## config.mk

```make
export PLATFORM = sky130hd
export DESIGN_NAME = bcd_score_conv
export DESIGN_NICKNAME = d
export VERILOG_FILES = /design/src/rtl/score_pkg.sv /design/src/rtl/bcd_adj3.sv /design/src/rtl/bcd_score_conv.sv
export SDC_FILE = /design/constraint.sdc
export NUM_CORES = 1
export LEC_CHECK = 0
export ABC_AREA = 1
export BUFFER_PORTS_ARGS = -buffer_cell sky130_fd_sc_hd__buf_2
export CAP_MARGIN = 20
export CORE_UTILIZATION = 30
export CTS_CLUSTER_SIZE = 40
export DETAILED_ROUTE_END_ITERATION = 10
export PLACE_DENSITY = 0.46
export SETUP_SLACK_MARGIN = 0.02
export SLEW_MARGIN = 20
export SYNTH_ARGS = -nofsm -noshare
export SYNTH_HDL_FRONTEND = slang
export SYNTH_SLANG_ARGS = --single-unit
```

## constraint.sdc

```tcl
create_clock -name clk -period 2 [get_ports clk]
set_input_delay 0.1 -clock clk [delete_from_list [all_inputs] [get_ports clk]]
set_output_delay 0.1 -clock clk [all_outputs]
set_load 0.05 [all_outputs]
```

## src/rtl/score_pkg.sv

```systemverilog
// Shared constants and FSM state type for the score-to-BCD path.
//   BIN_W   : binary score width (0..16383)
//   DIGITS  : BCD digits produced for the display
//   SAT_VAL : largest value that fits DIGITS digits; larger scores clamp to it
package score_pkg;
  localparam int BIN_W   = 14;
  localparam int DIGITS  = 4;
  localparam int SAT_VAL = 9999;

  typedef enum logic {
    IDLE,
    SHIFT
  } state_e;
endpackage

```

## src/rtl/bcd_adj3.sv

```systemverilog
// Double-dabble digit correction: adds 3 to a BCD nibble that is 5 or more,
// so the following left shift carries correctly into the next digit.
//   din  : nibble before correction
//   dout : corrected nibble
module bcd_adj3 (
  input  logic [3:0] din,
  output logic [3:0] dout
);
  assign dout = (din >= 4'd5) ? din + 4'd3 : din;
endmodule

```

## src/rtl/bcd_score_conv.sv

```systemverilog
// Iterative binary-to-BCD converter for the 4-digit score display.
// One bit is consumed per clock; the result register only changes on the
// final shift, so the display never sees a partial conversion.
//   clk      : system clock
//   rst_n    : asynchronous reset, active low
//   load     : start request, honoured only while idle
//   bin_in   : binary score, captured on the accepting edge
//   busy     : conversion in progress
//   done     : one-cycle pulse, bcd_out updated on the same edge
//   overflow : last accepted score exceeded SAT_VAL and was clamped
//   bcd_out  : packed BCD, digit 0 in [3:0]
module bcd_score_conv #(
  parameter int BIN_W   = score_pkg::BIN_W,
  parameter int DIGITS  = score_pkg::DIGITS,
  parameter int SAT_VAL = score_pkg::SAT_VAL
) (
  input  logic                  clk,
  input  logic                  rst_n,
  input  logic                  load,
  input  logic [BIN_W-1:0]      bin_in,
  output logic                  busy,
  output logic                  done,
  output logic                  overflow,
  output logic [4*DIGITS-1:0]   bcd_out
);
  import score_pkg::*;

  localparam int               BCD_W = 4 * DIGITS;
  localparam int               CNT_W = $clog2(BIN_W);
  localparam logic [BIN_W-1:0] SAT_B = BIN_W'(SAT_VAL);

  state_e               state;
  logic [CNT_W-1:0]     cnt;
  logic [BIN_W-1:0]     shreg;
  logic [BCD_W-1:0]     scratch;
  logic [BCD_W-1:0]     scratch_adj;
  logic [BCD_W+BIN_W-1:0] cat_nxt;
  logic                 over_sat;

  // All digits are corrected in parallel from the pre-shift scratch value.
  for (genvar d = 0; d < DIGITS; d++) begin : g_adj
    bcd_adj3 u_adj (
      .din  (scratch[4*d +: 4]),
      .dout (scratch_adj[4*d +: 4])
    );
  end

  // Combined {scratch, shift reg} left shift; the binary MSB enters scratch
  // bit 0. The clamp guarantees the top scratch bit shifted out is always 0.
  assign cat_nxt  = {scratch_adj, shreg} << 1;
  assign over_sat = (bin_in > SAT_B);

  always_ff @(posedge clk or negedge rst_n) begin
    if (!rst_n) begin
      state    <= IDLE;
      cnt      <= '0;
      shreg    <= '0;
      scratch  <= '0;
      busy     <= 1'b0;
      done     <= 1'b0;
      overflow <= 1'b0;
      bcd_out  <= '0;
    end else begin
      done <= 1'b0;
      case (state)
        IDLE: begin
          // Also reached during the done cycle, so a held load restarts
          // on the edge after done.
          if (load) begin
            shreg    <= over_sat ? SAT_B : bin_in;
            scratch  <= '0;
            cnt      <= CNT_W'(BIN_W - 1);
            overflow <= over_sat;
            busy     <= 1'b1;
            state    <= SHIFT;
          end
        end
        SHIFT: begin
          scratch <= cat_nxt[BCD_W+BIN_W-1:BIN_W];
          shreg   <= cat_nxt[BIN_W-1:0];
          cnt     <= cnt - 1'b1;
          if (cnt == '0) begin
            bcd_out <= cat_nxt[BCD_W+BIN_W-1:BIN_W];
            done    <= 1'b1;
            busy    <= 1'b0;
            state   <= IDLE;
          end
        end
        default: state <= IDLE;
      endcase
    end
  end
endmodule

```

* Word level (Yosys, flattened, before mapping)
Cells that the tools add are included.
** Storage, ports and cells
- Flip-flop bits (word level) :: 54
- Logic and storage cells :: 44
** Cells by class
- $add $sub $neg :: 5
- Magnitude comparators :: 5
- Equality and inequality tests :: 2
- Multiplexer cells :: 19
- Bitwise logic cells :: 1
- Reductions and logical operators :: 4
** Operators with widths (number)
- $pmux W16 S2 :: 1
- $mux W14 :: 2
- $pmux W14 S2 :: 1
- $ge A4 B3 Y1 const B :: 4
- $mux W16 :: 1
- $mux W4 :: 4
- $gt A14 B14 Y1 const B :: 1
- $add A4 B2 Y4 const B :: 3
- $pmux W4 S2 :: 1
- $mux W1 :: 6
- $reduce_and A2 Y1 :: 3
- $logic_not A4 Y1 :: 1
- $pmux W1 S2 :: 2
- $sub A4 B1 Y4 const B :: 1
- $add A3 B2 Y3 const B :: 1
- $mux W3 :: 1
- $ne A2 B1 Y1 const B :: 1
- $ne A2 B2 Y1 const B :: 1
- $not A1 Y1 :: 1

* Logic depth before layout (Yosys ltp)
Gate-level depths: netlist of run 1.
- Word-level depth :: 4
- Depth in mapped cells :: 9
- Mapped depth without buffers :: 9

* Hierarchy
Synthesis of run 1 repeated with hierarchy kept, for this count alone.
** Unflattened totals
- Cell total of the unflattened synthesis :: 329
- Area total of the unflattened synthesis :: 2832.7 sq um
** By module, submodules not included
- bcd_score_conv :: instances 1, cells an instance 237, area each 2292.2 sq um, sequential area each 1351.3 sq um
- bcd_adj3 :: instances 4, cells an instance 23, area each 135.1 sq um, sequential area each 0.0 sq um

* Least setup slack after synthesis of run 1
Ideal clock, no wire load.
- Path type :: register to register
- Start point :: register cnt[0]
- End point :: register bcd_out[11]
- Library setup time :: 0.127 ns
- Arrival :: 1.119 ns
- Data required time :: 1.873 ns
- Setup slack :: 0.754 ns
- Cell stages (with the launch flop) :: 9
- Clock period less this slack :: 1.246 ns
- Cell sequence :: dfrtp_1 -> inv_1 -> ha_1 -> nand2_2 -> nor2_8 -> inv_2 -> buf_6 -> nand2_1 -> o21ai_2
** Between the ends
- Word-level cells in the longest chain between the ends :: 2
** Ends and longest elaborated chain
- start: declaration :: RTL line bcd_score_conv.sv:33 : logic [CNT_W-1:0] cnt;
- start signal: assignment :: RTL line bcd_score_conv.sv:72 : cnt <= CNT_W'(BIN_W - 1);
- start signal: assignment :: RTL line bcd_score_conv.sv:81 : cnt <= cnt - 1'b1;
- $logic_not A4 Y1 :: RTL line bcd_score_conv.sv:82 : if (cnt == '0) begin
- $reduce_and A2 Y1 (no source line)
- end signal: assignment :: RTL line bcd_score_conv.sv:83 : bcd_out <= cat_nxt[BCD_W+BIN_W-1:BIN_W];
- end: declaration :: RTL line bcd_score_conv.sv:24 : output logic [4*DIGITS-1:0] bcd_out
Every way passes these cells.
A chain may end at the register's enable or synchronous reset.

* Worst setup path in the final report of run 1
Ends and elaborated chain as after synthesis.

==> results.sh, run 1 <==
export IMPL_die_w_um=94.9
export IMPL_drive_above_1_share_pct=16.5
export IMPL_crit_fanout=22
export IMPL_finalCoreUtilization_pct=35.7
export IMPL_setup_viol=0
export IMPL_initial_core_util_pct=31.2
export IMPL_drt_drc_violations_left=0
export IMPL_via_per_inst=4.55
export IMPL_yosys_top_cells_count="nand2_1 (108), dfrtp_1 (54), inv_1 (31), nand3_1 (31), o21ai_0 (17)"
export IMPL_fin_crit_ps=1490
export IMPL_ff2ff_path_depth=7
export IMPL_grt_pass1_wl_um=9410
export IMPL_min_from="bin_in[6]"
export IMPL_netlist_area_leader_share_pct=52.2
export IMPL_whs_path_depth=3
export IMPL_cp_required_ps=2190
export IMPL_netlist_area_sq_um=2590
export IMPL_place_hpwl_um=3760
export IMPL_reg2reg_from="cnt[0]"
export IMPL_ys_ff_latch=54
export IMPL_syn_nets=328
export IMPL_grtUsageTotal_pct=13.8
export IMPL_status="completed"
export IMPL_ys_warn_count=0
export IMPL_cp_arrival_ps=1680
export IMPL_multi_input_area_sq_um=1040
export IMPL_critPathSlowestCell="dfrtp_1"
export IMPL_chipHeight_um=94.9
export IMPL_die_area_sq_um=9010
export IMPL_critPathLaunch="cnt[0]"
export IMPL_htree_levels=2
export IMPL_cts_root_buf="clkbuf_8"
export IMPL_core_sq_um=8300
export IMPL_cts_buffers=5
export IMPL_insertion_delay_ps=310
export IMPL_ir_drop_mv=0.439
export IMPL_drtIter0Drc=65
export IMPL_post_cts_resized=0
export IMPL_synth_most_common_cell="nand2_1"
export IMPL_yosys_area_top_type="dfrtp_1"
export IMPL_grt_max_degree=55
export IMPL_tightestPinTransition_ps=695
export IMPL_vias=2024
export IMPL_slew_headroom_pct=53.7
export IMPL_p_leak_nw=1.61
export IMPL_ys_types=22
export IMPL_hp_class="input port to flop"
export IMPL_synth_edf_count=0
export IMPL_numClockSinks=54
export IMPL_finalNetCount=365
export IMPL_synthArstFlopShare_pct=100
export IMPL_synth_seq_area_share_pct=52.2
export IMPL_fillers=865
export IMPL_grt_overflow=0
export IMPL_postCtsSetupRepairBufs=0
export IMPL_finClkSkew_ps=6.15
export IMPL_synth_top_cells_by_area="dfrtp_1 (52%), nand2_1 (16%), nand3_1 (6.0%)"
export IMPL_slew_violations=0
export IMPL_drv_cap=0
export IMPL_io_pins=36
export IMPL_hold_buffers=1
export IMPL_max_freq_mhz=669
export IMPL_path_cells="inv_1 > ha_1 > nand2_2 > nor2_8 > inv_2 > nand2_1 > o21ai_2"
export IMPL_grt_pass1_vias=1980
export IMPL_crit_path_end_kind="flop"
export IMPL_antenna_found_initial=0
export IMPL_n_antenna_cell=0
export IMPL_ff_latch_area_sq_um=1350
export IMPL_drtPass1Iterations=4
export IMPL_cts_tree="yes"
export IMPL_post_drt_wl_per_cell_um=12.2
export IMPL_cts_buffer_depth=2
export IMPL_worstSetupPathType="flop to flop"
export IMPL_startpoint_type="flop"
export IMPL_port_buffers=35
export IMPL_std_cell_rows=33
export IMPL_postSynthCellCount=302
export IMPL_area_growth_syn_to_layout_pct=14.5
export IMPL_fin_crit_sh_pct=74.7
export IMPL_routed_wl_um=5440
export IMPL_fin_tns_setup_ps=0
export IMPL_ant_nets=0
export IMPL_avgSynthCellArea_sq_um=8.58
export IMPL_place_congestion=0.805
export IMPL_final_hold_violation_count=0
export IMPL_rsz0062_at_grt="no"
export IMPL_power_total_mw=5.26
export IMPL_synth_ff_type="dfrtp_1"
export IMPL_cpPeakStageDelay_ps=400
export IMPL_powerDensity_nw_per_um2=1770
export IMPL_path_clk_slew_ps=100
[critical path, delay by kind of cell, from the launching register on]
kind / cells / cell delay, ps
buffers and inverters: 2 / 300
DFF: 1 / 400
adders and majority gates: 1 / 180
and+or+nand+nor: 3 / 450
AOI/OAI and AO/OA: 1 / 50
[logic make-up (layout without fill, tap and decap cells)]
| family | Yosys count | count (layout) | synth area share, % |
|---|---|---|---|
| compound gates | 40 | 40 | 9.71 |
| xor+xnor | 4 | 4 | 1.35 |
| fa+ha+maj | 9 | 9 | 4.35 |
| buf+inv | 43 | 81 | 7.78 |
| flops | 54 | 54 | 52.2 |
| simple gates | 152 | 152 | 24.6 |
[layer usage]
layer	vias to the layer above	part of all wire, %	GRT usage (%)
li1	1040	-	-
met1	950	50	18.7
met2	30	46	21.2
met3	4	2.5	2.66
met4	0	1.2	6.19
met5	-	0	0
[worst paths after layout]
kind	endpoint	slack (ps)
worst max-delay path	bcd_out[11]	510
worst min-delay path	shreg[6]	30
worst max register to register	bcd_out[11]	510
worst min register to register	bcd_out[9]	490
max in group asynchronous	scratch[10]	1090
min in group asynchronous	bcd_out[14]	440
[cell type report]
| class | count | area share (%) |
|---|---|---|
| clock buffer | 7 | 2.91 |
| clock inverter | 1 | 0.169 |
| inverter | 33 | 4.26 |
| multi-input combinational | 205 | 35.0 |
| sequential | 54 | 45.6 |
| tap | 105 | 4.43 |
| timing repair buffer | 40 | 7.68 |
[sequential cells by signal (all words and copies together), names as in the netlist]
signal    count
done          1
busy          1
bcd_out      16
cnt           4
overflow      1
shreg        14
scratch      16
state         1
[cells in the final DEF (no fill, tap or decap)]
cell,instances
a22oi_1,12
buf_12,1
buf_2,35
buf_4,3
clkbuf_1,1
clkbuf_8,6
clkinv_2,1
dfrtp_1,54
dlygate4sd3_1,1
ha_1,9
inv_1,31
inv_2,1
inv_4,1
nand2_1,108
nand2_2,1
nand3_1,31
nor2_1,9
nor2_2,1
nor2_4,1
nor2_8,1
o21ai_0,17
o21ai_1,2
o21ai_2,4
o22ai_1,5
xor2_1,4
[where the power goes]
group | switching (mW) | internal [mW] | total [mW]
Clock | 0.361 | 0.281 | 0.642
Sequential | 0.321 | 1.60 | 1.92
Combinational | 1.87 | 0.829 | 2.70
[per-stage QoR]
step / instances / cell area [sq um] / setup slack [ps] / hold slack (ps)
after CTS: 445 / 2970 / 470 / 9.63
after global routing: 445 / 2970 / 311 / 32.8
final: 445 / 2970 / 506 / 25.3
after global placement: 436 / 2860 / 522 / 286
after detailed placement: 436 / 2860 / 486 / 289
after floorplan: 302 / 2590 / 754 / -196
Power figures use the tool's default switching activity.
==> run 2: changes to the inputs <==
clock period = 1.5 ns   (was 2 ns; I/O delays follow)
==> results.sh, run 2 (synthesized netlist as in run 1, its figures left out) <==
export IMPL_initial_core_util_pct=31.2
export IMPL_status="completed"
export IMPL_routed_wl_um=5470
export IMPL_drive_above_1_share_pct=18.7
export IMPL_via_per_inst=4.60
export IMPL_ff_latch_area_sq_um=1350
export IMPL_reg_largest_list="bcd_out (16), scratch (16), shreg (14)"
export IMPL_cts_buffers=5
export IMPL_n_antenna_cell=0
export IMPL_core_sq_um=8300
export IMPL_hp_class="input port to flop"
export IMPL_ant_nets=0
export IMPL_htree_levels=2
export IMPL_post_drt_wl_per_cell_um=12.1
export IMPL_grt_overflow=0
export IMPL_cp_required_ps=1680
export IMPL_crit_fanout=5
export IMPL_multi_input_area_sq_um=1050
export IMPL_finClkSkew_ps=3.08
export IMPL_drt_drc_violations_left=0
export IMPL_cts_root_buf="clkbuf_8"
export IMPL_die_area_sq_um=9010
export IMPL_slew_headroom_pct=77.3
export IMPL_cp_arrival_ps=1520
export IMPL_place_congestion=0.754
export IMPL_grt_pass1_wl_um=9360
export IMPL_max_freq_mhz=745
export IMPL_m1WireLength_um=2620
export IMPL_place_hpwl_um=3680
export IMPL_tightestPinTransition_ps=336
export IMPL_cts_buffer_depth=2
export IMPL_die_w_um=94.9
export IMPL_fin_tns_setup_ps=0
export IMPL_met2_length_um=2550
export IMPL_crit_path_end_kind="flop"
export IMPL_grt_max_degree=55
export IMPL_p_sw_share_pct=48.1
export IMPL_antenna_found_initial=0
export IMPL_chipHeight_um=94.9
export IMPL_path_clk_slew_ps=90
export IMPL_top_layer_used="met4"
export IMPL_p_leak_nw=1.65
export IMPL_slew_violations=0
export IMPL_drv_cap=0
export IMPL_cts_tree="yes"
export IMPL_wl_met3_um=236
export IMPL_drtIter0Drc=97
export IMPL_drtPass1Iterations=4
export IMPL_rsz0062_at_grt="no"
export IMPL_power_frac_comb_pct=53.1
export IMPL_final_cell_mix="nand2_1 (107), dfrtp_1 (54), buf_2 (35), inv_1 (30), nand3_1 (28)"
export IMPL_grtUsageTotal_pct=13.5
export IMPL_powerDensity_nw_per_um2=2320
export IMPL_final_hold_violation_count=0
export IMPL_placed_area_sq_um=2920
export IMPL_vias=2079
export IMPL_hold_slack_ps=12.6
export IMPL_postCtsSetupRepairBufs=0
export IMPL_insertion_delay_ps=300
export IMPL_power_internal_mw=3.66
export IMPL_area_growth_syn_to_layout_pct=17.6
export IMPL_worstSetupPathType="flop to flop"
export IMPL_setup_viol=0
export IMPL_finalNetCount=373
export IMPL_port_buffers=35
export IMPL_std_cell_rows=33
export IMPL_seqPwrFrac_pct=35.9
export IMPL_fillers=860
export IMPL_io_pins=36
export IMPL_fin_crit_sh_pct=89.5
export IMPL_power_switching_mw=3.39
export IMPL_final_common_cell="nand2_1"
export IMPL_fin_crit_ps=1340
export IMPL_fin_area_sq_um=3050
export IMPL_startpoint_type="flop"
export IMPL_ir_drop_mv=0.608
export IMPL_numClockSinks=54
export IMPL_grt_pass1_vias=2021
export IMPL_p_clk_share_pct=11.0
[run 2: cell types whose count changed in the layout (fill, tap and decap cells not counted), sizes merged]
cell,delta
clkinv,-1
dlygate4sd3,+2
buf,+6
[run 2: metal layers]
layer  GRT usage (%)  vias up
met5               0        -
met4            3.66        0
met3            2.90        7
met2            23.1       47
met1            17.0      968
li1                -     1057
[run 2: final timing paths]
| kind | start | to | slack [ps] | depth (start not counted) |
|---|---|---|---|---|
| max reg2reg | scratch[5] | scratch[5] | 160 | 9 |
| max in group asynchronous | rst_n | shreg[9] | 960 | 3 |
| max | scratch[5] | scratch[5] | 160 | 9 |
| min | bin_in[5] | shreg[5] | 10 | 3 |
| min in group asynchronous | rst_n | bcd_out[15] | 280 | 3 |
| min reg2reg | bcd_out[13] | bcd_out[13] | 480 | 2 |
[run 2: cell type report]
cell class / count / area share (%)
Multi-Input combinational cell: 205 / 34.6
Tap cell: 105 / 4.31
Timing Repair Buffer: 48 / 10.0
Clock buffer: 7 / 2.51
Inverter: 33 / 4.15
Sequential cell: 54 / 44.4
[run 2: per-stage QoR]
step	worst slack, ps	power [mW]	util [%]	instances
floorplan	254	5.38	-	302
global placement	168	6.26	35.2	442
detailed placement	131	6.30	35.2	442
CTS	110	7.12	36.5	452
global route	15.1	7.78	36.7	452
finish	158	7.05	36.7	452
[run 2: what timing repair did]
item                                   in CTS  in global routing
resized for setup                           0                  6
endpoints found under the hold margin      56                  0
setup endpoints to repair                   0                 20
hold buffers                                3                  0
[run 2: worst max-delay path: stages, from the launching register on]
cell and delay (ps):
dfrtp_1 390, inv_1 120, ha_1 180, inv_1 40, nand2_1 90, nand3_2 120
inv_1 90, nand2_1 60, nand3_1 60, o21ai_0 70
[run 2: power groups by stage]
| stage | sequential, mW | combinational (mW) | clock, mW |
|---|---|---|---|
| 2_1_floorplan | 3.24 | 2.14 | 0 |
| 4_1_cts | 2.54 | 3.75 | 0.829 |
| 3_3_place_gp | 2.56 | 3.70 | 0 |
| 3_5_place_dp | 2.57 | 3.73 | 0 |
| 5_1_grt | 2.63 | 4.26 | 0.886 |
| 6_report | 2.53 | 3.75 | 0.775 |
